$ cat src/rtl/logic_pod_phase_shift_arbiter.sv
// Round-robin arbiter that shares one MMCM dynamic phase-shift port among NUM_PODS
// pod alignment controllers, tracking the net signed shift and flagging protocol errors.
module logic_pod_phase_shift_arbiter #(
   parameter int NUM_PODS       = 4,
   parameter int TIMEOUT_CYCLES = 1023
) (
   input  logic                clk_312p5mhz,
   input  logic                rst_n,
   input  logic [NUM_PODS-1:0] req_en,
   input  logic [NUM_PODS-1:0] req_inc,
   output logic [NUM_PODS-1:0] req_done,
   output logic                psen,
   output logic                psincdec,
   input  logic                psdone,
   output logic [15:0]         phase_pos,
   output logic                err_timeout,
   output logic [NUM_PODS-1:0] err_overrun
);

   localparam int IDX_W = $clog2(NUM_PODS);

   typedef enum logic [1:0] {
      ST_IDLE,
      ST_ISSUE,
      ST_WAIT
   } state_t;

   state_t              state_q, state_d;
   logic [NUM_PODS-1:0] pending_q, pending_d;
   logic [NUM_PODS-1:0] dir_q, dir_d;
   logic [NUM_PODS-1:0] req_done_q, req_done_d;
   logic [NUM_PODS-1:0] err_overrun_q, err_overrun_d;
   logic [IDX_W-1:0]    grant_q, grant_d;
   logic [IDX_W-1:0]    rr_ptr_q, rr_ptr_d;
   logic                psincdec_q, psincdec_d;
   logic                err_timeout_q, err_timeout_d;
   logic [15:0]         timer_q, timer_d;
   logic [15:0]         phase_pos_q, phase_pos_d;

   logic [NUM_PODS-1:0] busy;
   logic [NUM_PODS-1:0] accept;
   logic                found;
   logic [IDX_W-1:0]    pick;
   int                  idx;

   // A requester is busy while pending or while it owns the port (ISSUE/WAIT).
   always_comb begin
      busy = '0;
      for (int i = 0; i < NUM_PODS; i++) begin
         busy[i] = pending_q[i] | ((state_q != ST_IDLE) && (grant_q == IDX_W'(i)));
      end
   end

   always_comb begin
      found = 1'b0;
      pick  = '0;
      idx   = 0;
      for (int k = 0; k < NUM_PODS; k++) begin
         idx = int'(rr_ptr_q) + k;
         if (idx >= NUM_PODS) begin
            idx = idx - NUM_PODS;
         end
         if (!found && pending_q[IDX_W'(idx)]) begin
            found = 1'b1;
            pick  = IDX_W'(idx);
         end
      end
   end

   always_comb begin
      state_d       = state_q;
      grant_d       = grant_q;
      rr_ptr_d      = rr_ptr_q;
      psincdec_d    = psincdec_q;
      timer_d       = timer_q;
      phase_pos_d   = phase_pos_q;
      err_timeout_d = err_timeout_q;
      req_done_d    = '0;
      accept        = req_en & ~busy;
      err_overrun_d = err_overrun_q | (req_en & busy);
      pending_d     = pending_q | accept;
      dir_d         = (dir_q & ~accept) | (req_inc & accept);

      case (state_q)
         ST_IDLE: begin
            if (found) begin
               pending_d[pick] = 1'b0;
               grant_d         = pick;
               psincdec_d      = dir_q[pick];
               rr_ptr_d        = (pick == IDX_W'(NUM_PODS - 1)) ? '0 : pick + 1'b1;
               state_d         = ST_ISSUE;
            end
         end
         ST_ISSUE: begin
            timer_d = '0;
            state_d = ST_WAIT;
         end
         ST_WAIT: begin
            if (psdone) begin
               req_done_d[grant_q] = 1'b1;
               phase_pos_d         = psincdec_q ? phase_pos_q + 16'd1 : phase_pos_q - 16'd1;
               state_d             = ST_IDLE;
            end else if (timer_q == 16'(TIMEOUT_CYCLES - 1)) begin
               err_timeout_d       = 1'b1;
               req_done_d[grant_q] = 1'b1;
               state_d             = ST_IDLE;
            end else begin
               timer_d = timer_q + 16'd1;
            end
         end
         default: state_d = ST_IDLE;
      endcase
   end

   always_ff @(posedge clk_312p5mhz) begin
      if (!rst_n) begin
         state_q       <= ST_IDLE;
         pending_q     <= '0;
         dir_q         <= '0;
         req_done_q    <= '0;
         err_overrun_q <= '0;
         grant_q       <= '0;
         rr_ptr_q      <= '0;
         psincdec_q    <= 1'b0;
         err_timeout_q <= 1'b0;
         timer_q       <= '0;
         phase_pos_q   <= '0;
      end else begin
         state_q       <= state_d;
         pending_q     <= pending_d;
         dir_q         <= dir_d;
         req_done_q    <= req_done_d;
         err_overrun_q <= err_overrun_d;
         grant_q       <= grant_d;
         rr_ptr_q      <= rr_ptr_d;
         psincdec_q    <= psincdec_d;
         err_timeout_q <= err_timeout_d;
         timer_q       <= timer_d;
         phase_pos_q   <= phase_pos_d;
      end
   end

   assign psen        = (state_q == ST_ISSUE);
   assign psincdec    = psincdec_q;
   assign req_done    = req_done_q;
   assign phase_pos   = phase_pos_q;
   assign err_timeout = err_timeout_q;
   assign err_overrun = err_overrun_q;

endmodule

$ cat config.mk
export PLATFORM = sky130hd
export DESIGN_NAME = logic_pod_phase_shift_arbiter
export DESIGN_NICKNAME = d
export VERILOG_FILES = /design/src/rtl/logic_pod_phase_shift_arbiter.sv
export SDC_FILE = /design/constraint.sdc
export NUM_CORES = 1
export LEC_CHECK = 0
export CAP_MARGIN = 10
export CELL_PAD_IN_SITES_DETAIL_PLACEMENT = 0
export CELL_PAD_IN_SITES_GLOBAL_PLACEMENT = 1
export CORE_ASPECT_RATIO = 1.4
export CORE_MARGIN = 2
export CORE_UTILIZATION = 42
export CTS_CLUSTER_DIAMETER = 40
export CTS_CLUSTER_SIZE = 14
export DETAILED_ROUTE_END_ITERATION = 10
export HOLD_SLACK_MARGIN = 0.03
export MAX_ROUTING_LAYER = met4
export PLACE_DENSITY = 0.81
export RECOVER_POWER = 25
export SYNTH_ARGS = -nofsm -noshare
export SYNTH_HDL_FRONTEND = slang
export SYNTH_SLANG_ARGS = --single-unit
export TNS_END_PERCENT = 100
$ cat constraint.sdc
create_clock -name clk_312p5mhz -period 3.5 [get_ports clk_312p5mhz]
set_clock_uncertainty 0.1 [all_clocks]
set_input_delay 0.7 -clock clk_312p5mhz [delete_from_list [all_inputs] [get_ports clk_312p5mhz]]
set_output_delay 0.7 -clock clk_312p5mhz [all_outputs]
set_load 0.02 [all_outputs]
# Yosys cells after proc, flatten, opt, wreduce, memory -nomap -nowiden
# Index checks and enable logic that the tools add are counted.
[word_totals] register_bits=56 output_inout_bits=27 word_cells=126
[classes] n_addsub=11 n_lt_le_gt_ge=12 eq_ne=11 muxes=43 n_bitwise=16 reduce_logical=22
[op_table] operator="16-bit two-way mux" n=3
[op_table] operator="16-bit by 1-bit adder with 16-bit output, second input constant" n=2
[op_table] operator="16-bit one-hot mux with 2 select lines" n=1
[op_table] operator="2-bit two-way mux" n=12
[op_table] operator="4-bit AND" n=5
[op_table] operator="16-bit by 10-bit equality test with 1-bit output, second input constant" n=1
[op_table] operator="2-bit by 4-bit less-than comparator with 1-bit output, second input constant" n=4
[op_table] operator="4-bit two-way mux" n=4
[op_table] operator="16-bit by 1-bit subtractor with 16-bit output, second input constant" n=1
[op_table] operator="1-bit two-way mux" n=15
[op_table] operator="4-bit inverter" n=3
[op_table] operator="4-bit bitwise OR" n=3
[op_table] operator="1-bit binary-select mux with 2-bit select" n=5
[op_table] operator="3-bit >= comparator, second input constant" n=3
[op_table] operator="1-bit logical AND" n=9
[op_table] operator="2-bit equality test, second input constant" n=4
[op_table] operator="2-bit AND reduction" n=4
[op_table] operator="2-bit by 1-bit subtractor with 2-bit output, second input constant" n=4
[op_table] operator="2-bit by 2-bit adder with 3-bit output, second input constant" n=2
[op_table] operator="2-bit by 3-bit less-than comparator with 1-bit output, second input constant" n=2
[op_table] operator="2-bit inequality test, second input constant" n=3
[op_table] operator="2-bit one-hot mux with 3 select lines" n=1
[op_table] operator="3-bit AND reduction" n=2
[op_table] operator="1-bit demux with 2-bit select" n=2
[op_table] operator="11 further kinds" n=20

# Depth between registers and ports, before layout
[depth] word_depth=23 mapped_depth=9 mapped_depth_nobuf=8

# Worst setup path before layout
# Ideal clock, no wire load.
[synth_timing] kind="reg-to-reg" from="reg psincdec_q, in the netlist psincdec" to="reg phase_pos_q[15], in the netlist phase_pos[15]" t_arrival_ns=2.460 required_ns=3.266 slack_ns=0.806 stages_incl_launch_ff=9 n_path_buf=0 cell_sequence="dfxtp_1 inv_1 ha_1 a21oi_1 o211ai_1 a31o_2 o311ai_0 mux2_2 o2111ai_1"
[synth_via] elab_chain_cells=1
[synth_rtl] element="start, declared" line_no="35" rtl="logic psincdec_q, psincdec_d;"
[synth_rtl] element="start signal, assigned" line_no="136" rtl="psincdec_q <= psincdec_d;"
[synth_rtl] element="16-bit two-way mux" line_no="101" rtl="phase_pos_d = psincdec_q ? phase_pos_q + 16'd1 : phase_pos_q - 16'd1;"
[synth_rtl] element="end signal, assigned" line_no="139" rtl="phase_pos_q <= phase_pos_d;"
[synth_rtl] element="end, declared" line_no="38" rtl="logic [15:0] phase_pos_q, phase_pos_d;"
# No other way between the ends.
# A chain may end at the register's enable or synchronous reset.

# Worst setup path in the final report
# Ends and elaborated chain as after synthesis.

==> results.toml <==
[detailed_routing]
drtAntennaViolNets = 0
firstDrtPassIters = 4
vias = 2984
viasPerCell = 5.588
drt-initial-drc-count = 137
drc_errors = 0
routedWlPerCell_um = 14.57
drt-total-wl_um = 7778

[worst_setup_path]
startpoint_type = "flip-flop"
cp.required_ps = 3610
crit_path_max_fanout = 16
path_class = "flip-flop to flip-flop"
regToRegStartpoint = "psincdec"
cp.arrival_ps = 3030
timing.rr.end = "phase_pos[15]"
reg2regPathDepth = 8
endpoint_kind = "flip-flop"
r2r_slack_ps = 580

[synthesis]
yosysSeqAreaShare_pct = 33.51
yosysMostFrequentCell = "dfxtp_1"
yosysTopAreaCellShare_pct = 33.51
synth_nets = 435
ys_ff_latch = 56
synth_cell_types = 56
ys.flop_type = "dfxtp_1"
ys_top_cells_by_area = "dfxtp_1, ha_1, nor2_1, a21oi_1, nand2_1"
synth.avg_cell_area_um2 = 8.385
synth_edf_count = 0
yosys_warnings = 0
netlist_instances = 399
synthArstFlopShare_pct = 0
synth_area_leader_cell = "dfxtp_1"
syn_area_um2 = 3346
yosys-top-cells-count = "dfxtp_1, nor2_1, nand2_1"

[floorplan]
core_area_um2 = 7750
rows = 38
io_pins = 38
die_area_um2 = 8706
initial_utilization_pct = 43.17
fp.dieW_um = 79.43
fp.dieH_um = 109.6

[place]
finalWeightedCongestion = 0.8385
postPlaceCellArea_um2 = 3811
dp_hpwl_um = 5779
port_buffers = 37

[timing]
rsz0062_at_grt = "false"
slew_viol_final = 0
maxSlewHeadroom_pct = 35.22
finalCritPeriodShare_pct = 83.49
fin_tns_setup_ps = 0
period_minus_slack_ps = 2922
hold_viol_final = 0
fmax_mhz = 342.2
setup_viol = 0
tightest_slew_ps = 971.2

[flow_run]
maxCapViolations = 0

[clocking]
cts.sinks = 56
cts_hold_buf = 0
path_clk_slew_ps = 110
cts_tree = "built"
clk_latency_ps = 330
post_cts_buffers = 0
cts_buffers = 5
cts_resized = 0
cts_root_buf = "clkbuf_8"
cts_buffer_depth = 2
cts-htree-levels = 2

[finish]
drive_gt1_share_pct = 6.452
seq_area_um2 = 1121
fillers = 759
utilization_pct = 50.42
multiInputGateArea_um2 = 2059
area_growth_pct = 16.79
finalInstanceArea_um2 = 3908
diodes = 0
nets = 469

[global_route]
grt_pass1_wl_um = 12980
grt_max_degree = 23
antenna_found_initial = 0
grt_pass1_vias = 2780
track_usage_pct = 19.26
grt-ovfl-total = 0

[hold_path]
hold_class = "flip-flop to flip-flop"
whs_path_depth = 2
hold_end = "err_overrun[0]"
min_from = "err_overrun[0]"

[outcome]
status = "finished clean"

[power_and_ir_drop]
vdd_ir_drop_max_v = 0.0002572
leakage_nw = 1.440
p_per_area_nw_per_um2 = 726.3
==> worst max-delay path by stage <==
stage | from | endpoint | slack, ps | cells after the start
after floorplan | psincdec | phase_pos[15] | 810 | 8
after global placement | psincdec | phase_pos[15] | 740 | 8
after detailed placement | psincdec | phase_pos[15] | 620 | 8
after CTS | psincdec | phase_pos[15] | 600 | 8
after global routing | psincdec | phase_pos[15] | 340 | 8
final | psincdec | phase_pos[15] | 580 | 8
==> metal layers <==
layer  share of wire [%]  vias to the layer above  track usage [%]  wire length (um)
li1                    -                     1507                -                 -
met1                  44                     1418            21.75              3456
met2                  50                       48            33.49              3915
met3                 3.3                       11            3.448               257
met4                 1.9                        0            7.759               149
met5                   0                        -                -                 0
==> logic make-up after synthesis <==
group,synth area share (%)
simple gates,22.36
compound gates,22.44
flops,33.51
buf+inv,4.600
fa+ha+maj,9.574
xor+xnor,4.188
mux,3.328
==> cell type report <==
cell class              count  area share (%)
clock buffers               5           1.761
clock inverters             3           1.185
inverters                  21           2.017
multi-input cells         306           52.71
flip-flops and latches     56           28.69
well taps                 100           3.202
repair buffers             43           10.44
==> where the power goes <==
part	leakage (nW)	internal (mW)	switching, mW
sequential	0.455	0.738	0.111
clock	0.0600	0.217	0.235
combinational	0.925	0.636	0.901
==> critical path, stage by stage, from the launching register on <==
cell and delay (ps):
dfxtp_1 450, inv_1 310, ha_1 460, a21oi_1 260
o211ai_1 230, a31o_2 320, o311ai_0 340, mux2_2 220
o2111ai_1 100
==> sequential cells by signal, indices dropped and copies added, names as in the netlist, 2 cells and up, named ones only <==
| name | flops |
|---|---|
| pending_q | 4 |
| req_done | 4 |
| state_q | 2 |
| timer_q | 16 |
| err_overrun | 4 |
| grant_q | 2 |
| rr_ptr_q | 2 |
| phase_pos | 16 |
==> stage by stage <==
| stage | total power, mW | instances | setup slack (ps) | hold WS, ps |
|---|---|---|---|---|
| floorplan | 1.986 | 399 | 806.1 | 359.6 |
| global placement | 2.379 | 526 | 742.4 | 336.1 |
| detailed placement | 2.396 | 526 | 619.9 | 339.6 |
| CTS | 2.857 | 534 | 600.0 | 355.8 |
| global route | 3.073 | 534 | 342.9 | 382.4 |
| finish | 2.838 | 534 | 577.9 | 352.0 |
==> cells in the final DEF, fill, tap and decap left out, types with 5 or more instances in the layout <==
master	n
dfxtp_1	56
nor2_1	49
clkdlybuf4s50_1	36
nand2_1	35
a21oi_1	32
ha_1	24
inv_1	21
o21ai_0	16
nand3_1	15
xnor2_1	12
mux2i_1	10
or3_1	8
nor3_1	6
a21o_1	5
nand4_1	5
nand2b_1	5
nand3b_1	5
a211oi_1	5
a2111oi_2	5
clkbuf_8	5
Power figures use the tool's default switching activity.
